$ cat config.mk
export PLATFORM = sky130hd
export DESIGN_NAME = count_controller
export DESIGN_NICKNAME = d
export VERILOG_FILES = /design/src/rtl/count_ctrl_pkg.sv /design/src/rtl/tick_prescaler.sv /design/src/rtl/count_controller.sv
export SDC_FILE = /design/constraint.sdc
export NUM_CORES = 1
export LEC_CHECK = 0
export ABC_AREA = 1
export BUFFER_PORTS_ARGS = -buffer_cell sky130_fd_sc_hd__clkbuf_2
export CORE_MARGIN = 1.5
export CORE_UTILIZATION = 35
export CTS_CLUSTER_DIAMETER = 100
export DETAILED_ROUTE_END_ITERATION = 10
export PLACE_DENSITY_LB_ADDON = 0.25
export SKIP_LAST_GASP = 1
export SYNTH_ARGS = -nofsm -noshare
export SYNTH_HDL_FRONTEND = slang
export SYNTH_HIERARCHICAL = 1
export SYNTH_SLANG_ARGS = --single-unit
$ cat constraint.sdc
create_clock -name Clk -period 1.7 [get_ports Clk]
set_input_delay 0.085 -clock Clk [delete_from_list [all_inputs] [get_ports Clk]]
set_output_delay 0.085 -clock Clk [all_outputs]
set_load 0.02 [all_outputs]
$ cat src/rtl/count_ctrl_pkg.sv
// Shared types and default sizing for the count controller.
package count_ctrl_pkg;

  typedef enum logic [1:0] {
    IDLE = 2'd0,
    RUN  = 2'd1,
    HOLD = 2'd2
  } ctrl_state_t;

  localparam int unsigned DEFAULT_WIDTH    = 3;
  localparam int unsigned DEFAULT_PRESCALE = 4;

endpackage

$ cat src/rtl/tick_prescaler.sv
// Mod-PRESCALE divider: emits a one-cycle tick every PRESCALE enabled
// cycles. Clear restarts the period; the count freezes while enable is low.
module tick_prescaler
  import count_ctrl_pkg::*;
#(
  parameter int unsigned PRESCALE = DEFAULT_PRESCALE
) (
  input  logic Clk,
  input  logic Reset,
  input  logic clear,
  input  logic enable,
  output logic tick
);

  localparam int unsigned PW = $clog2(PRESCALE);
  localparam logic [PW-1:0] LAST = PW'(PRESCALE - 1);

  logic [PW-1:0] div_cnt;

  // Divider counter: clear wins, otherwise advance and wrap while enabled.
  always_ff @(posedge Clk or negedge Reset) begin
    if (!Reset) begin
      div_cnt <= '0;
    end else if (clear) begin
      div_cnt <= '0;
    end else if (enable) begin
      div_cnt <= (div_cnt == LAST) ? '0 : div_cnt + 1'b1;
    end
  end

  assign tick = enable && !clear && (div_cnt == LAST);

endmodule

$ cat src/rtl/count_controller.sv
// Sequencing controller around a WIDTH-bit count register: start with a
// captured terminal count, run one-shot or auto-reload, pause, abort.
// Optional macro COUNT_PRESCALE_EN: advance the count once every PRESCALE
// clocks through tick_prescaler; otherwise the count advances every clock.
module count_controller
  import count_ctrl_pkg::*;
#(
  parameter int unsigned WIDTH    = DEFAULT_WIDTH,
  parameter int unsigned PRESCALE = DEFAULT_PRESCALE
) (
  input  logic             Clk,
  input  logic             Reset,
  input  logic             Start,
  input  logic             Pause,
  input  logic             Abort,
  input  logic             Reload,
  input  logic [WIDTH-1:0] TermCount,
  output logic [WIDTH-1:0] Count,
  output logic             Busy,
  output logic             Held,
  output logic             Done
);

  if (PRESCALE < 2) begin : g_bad_prescale
    $error("count_controller: PRESCALE must be at least 2");
  end

  ctrl_state_t      state, state_next;
  logic [WIDTH-1:0] tc_q;
  logic             tick;
  logic             accept;
  logic             advance;
  logic             terminal;
  logic             busy_d, held_d, done_d;

  // Start only counts in IDLE; Abort overrides it.
  assign accept  = (state == IDLE) && Start && !Abort;
  // Pause freezes counting in RUN and HOLD alike, so leaving HOLD loses no tick.
  assign advance = (state != IDLE) && tick && !Pause && !Abort;
  assign terminal = advance && (Count == tc_q);

`ifdef COUNT_PRESCALE_EN
  tick_prescaler #(.PRESCALE(PRESCALE)) u_prescaler (
    .Clk    (Clk),
    .Reset  (Reset),
    .clear  (accept || Abort),
    .enable ((state != IDLE) && !Pause && !Abort),
    .tick   (tick)
  );
`else
  assign tick = 1'b1;
`endif

  // State register.
  // NOTE: clocked state uses non-blocking assignments so every flop samples
  // pre-edge values regardless of process ordering.
  always_ff @(posedge Clk or negedge Reset) begin
    if (!Reset) state <= IDLE;
    else        state <= state_next;
  end

  // Next-state logic: Abort > Pause > terminal/increment.
  // NOTE: the default assignment at the top keeps this block free of latches.
  always_comb begin
    state_next = state;
    unique case (state)
      IDLE: if (Start) state_next = RUN;
      RUN, HOLD: begin
        if (terminal && !Reload) state_next = IDLE;
        else if (Pause)          state_next = HOLD;
        else                     state_next = RUN;
      end
      default: state_next = IDLE;
    endcase
    if (Abort) state_next = IDLE;
  end

  // Output decode from the next state, registered below.
  always_comb begin
    busy_d = (state_next == RUN) || (state_next == HOLD);
    held_d = (state_next == HOLD);
    done_d = terminal;
  end

  // Registered status outputs.
  always_ff @(posedge Clk or negedge Reset) begin
    if (!Reset) begin
      Busy <= 1'b0;
      Held <= 1'b0;
      Done <= 1'b0;
    end else begin
      Busy <= busy_d;
      Held <= held_d;
      Done <= done_d;
    end
  end

  // Count and captured terminal value.
  always_ff @(posedge Clk or negedge Reset) begin
    if (!Reset) begin
      Count <= '0;
      tc_q  <= '0;
    end else if (Abort) begin
      Count <= '0;
    end else if (accept) begin
      Count <= '0;
      tc_q  <= TermCount;
    end else if (advance) begin
      if (Count != tc_q) Count <= Count + 1'b1;
      else if (Reload)   Count <= '0;
    end
  end

endmodule
==> out/metrics.cfg <==
[synth]
synthCells = 78
syn_nets = 91
synth_top_area_cell = dfrtp_1
syn-cell-area_sq_um = 636.9
yosys-top-cells-area = dfrtp_1, nand2_1, ha_1, inv_1, nor2_1
ys_ff_latch = 11
synthTopCellsByCount = nand2_1, inv_1, dfrtp_1
ys_types = 18
yosysWarnings = 6
synth_top_area_share = 0.4322
yosysMostFrequentCell = nand2_1
async_reset_ff_frac = 1.000
yosysSeqAreaShare = 0.4322
synth_edf_count = 0
synth_ff_type = dfrtp_1
syn_avg_cell_area_sq_um = 8.165

[grt]
overflow = 0
grt_max_degree = 12
grtUsageTotal = 0.1442
grt_pass1_wl_microns = 1966
grt_pass1_vias = 426
antenna_found_initial = 0

[cells_and_area]
final_nets = 111
syn_to_final_growth_pct = 21.61
n_antenna_cell = 0
fillerInstances = 184
drive_gt1_frac = 0.2784
finalNonFillerCells = 122
fin_area_sq_um = 774.5
utilization = 0.4535
multi_input_area_sq_um = 312.8
ff_latch_area_sq_um = 275.3

[setup_path]
r2r_slack_ns = 0.13
worst_path_max_delay_cell = dfrtp_1
crit_arrival_ns = 1.79
critPathMaxFanout = 6
start_kind = flip-flop
cp_common_cell = nand2_1
cpPeakStageDelay_ns = 0.37
crit_chain = inv_1 -> ha_1 -> nor3_4 -> nand4_1 -> nand2_1 -> nand2_1 -> nand2_1 -> ha_1 -> inv_1
end_kind = flip-flop
crit_type = flip-flop to flip-flop
worstPathRequired_ns = 1.92

[pwr]
finalPower_mw = 0.7382
p_leak_nw = 0.4312
vdd_drop_max_uv = 382.3
power_density_nw_per_um2 = 953.1

[clock_tree]
cts_made_buffers = 3
cts_tree = done
cts_root_buffer = clkbuf_4
clock_latency_ns = 0.27
post_cts_buffers = 0
clk_path_buf_depth = 2
h-tree-depth = 1
cts_resized = 0
clk_pin_slew_worst_paths_ns = 0.07
cts.sinks = 11

[die]
fp.coreArea_sq_um = 1708
rows = 15
die-area_sq_um = 2084
die_w_microns = 45.66
initial_core_util = 0.3729
io_pins = 15
die_y_microns = 45.66

[sta]
final-max-slew-violation-count = 0
tns_ns = 0
holdWs_ns = 0.05973
rsz0062_at_grt = no
worst_clock_skew_ns = 0.0003878
min_period_over_period = 0.9257
relSlewSlack = 0.7404
tightest_slew_ns = 0.3894
max_freq_mhz = 635.4
hold_viol = 0
fin_crit_ns = 1.574
setup_viol = 0
setup_slack_ns = 0.1263

[drt]
ant_nets = 0
num_vias = 554
wl_microns = 1241
first_iter_violations = 6
post_drt_wl_per_cell_microns = 10.17
dr.pass1.iters = 4
vias_per_cell = 4.541
drc = 0

[placed_design]
dp_hpwl_microns = 934.2
dp.cells = 117
dpl-instance-area_sq_um = 738.2
port_buffers = 14
gp_congestion = 0.7941
pre_cts_slack_ns = 0.08188

[status]
status = finished, final reports clean

[run]
drv_cap = 0

[hold_path]
hold_class = input port to flip-flop

worst max-delay path, delay by kind of cell (launching register included):
family	cells	cell delay [ns]
buf+inv	2	0.11
fa+ha+maj	2	0.51
simple gates	5	0.53
flops	1	0.37
registers in the layout (all words and copies together), names as in the netlist:
register  cells
Held          1
tc_q          3
state         2
Done          1
Count         3
Busy          1
cell usage in the layout (no fill, tap or decap):
master	Yosys	final
nor4_1	1	1
clkbuf_4	0	3
nand2_2	4	4
inv_1	12	12
nand4_1	2	2
nand3_1	5	5
dfrtp_1	11	11
nor3_4	1	1
nor2_1	8	8
clkbuf_2	0	14
dlygate4sd3_1	0	1
clkbuf_1	0	1
inv_2	1	1
a22oi_1	1	1
o21ai_0	1	1
xor2_1	1	1
a21oi_1	5	5
nand3_2	2	2
ha_1	4	4
nand3b_2	1	1
nor2_2	1	1
nand2_1	17	17
metal layers:
metal  vias up  wire length [microns]  global-route usage
met2        23                    554              0.2085
met4         0                     28              0.1235
met5         -                      0                   0
met1       241                    564              0.1841
li1        286                      -                   -
met3         4                     94             0.02381
power breakdown:
part | internal (mW) | switching, mW | total, mW
combinational | 0.0808 | 0.148 | 0.229
clock | 0.0911 | 0.0920 | 0.183
sequential | 0.301 | 0.0256 | 0.326
total | 0.473 | 0.265 | 0.738
worst paths after layout:
check	to	cells past startpoint	start
setup reg to reg	Busy	9	state[0]
setup / recovery	Busy	9	state[0]
min in group asynchronous	tc_q[1]	2	Reset
hold / removal	tc_q[0]	3	TermCount[0]
hold reg to reg	tc_q[1]	2	tc_q[1]
max in group asynchronous	state[0]	2	Reset
layout make-up:
| cell class | count | share of cell area |
|---|---|---|
| timing repair buffer | 15 | 0.1034 |
| sequential | 11 | 0.3554 |
| tap | 25 | 0.04039 |
| inverter | 13 | 0.06300 |
| clock buffer | 4 | 0.03393 |
| multi-input combinational | 54 | 0.4039 |
what timing repair did:
action	4_1_cts	5_1_grt
hold endpoints to repair	11	0
endpoints found under the setup margin	0	1
hold buffers	1	0
cell families after synthesis:
kind of cell    count (synthesis)  share of synthesized area
fa+ha+maj                       4                    0.07859
compound gates                  7                    0.05893
buf+inv                        13                    0.07661
simple gates                   42                     0.3399
xor+xnor                        1                    0.01375
flops                          11                     0.4322
(Power assumes the default switching activity.)
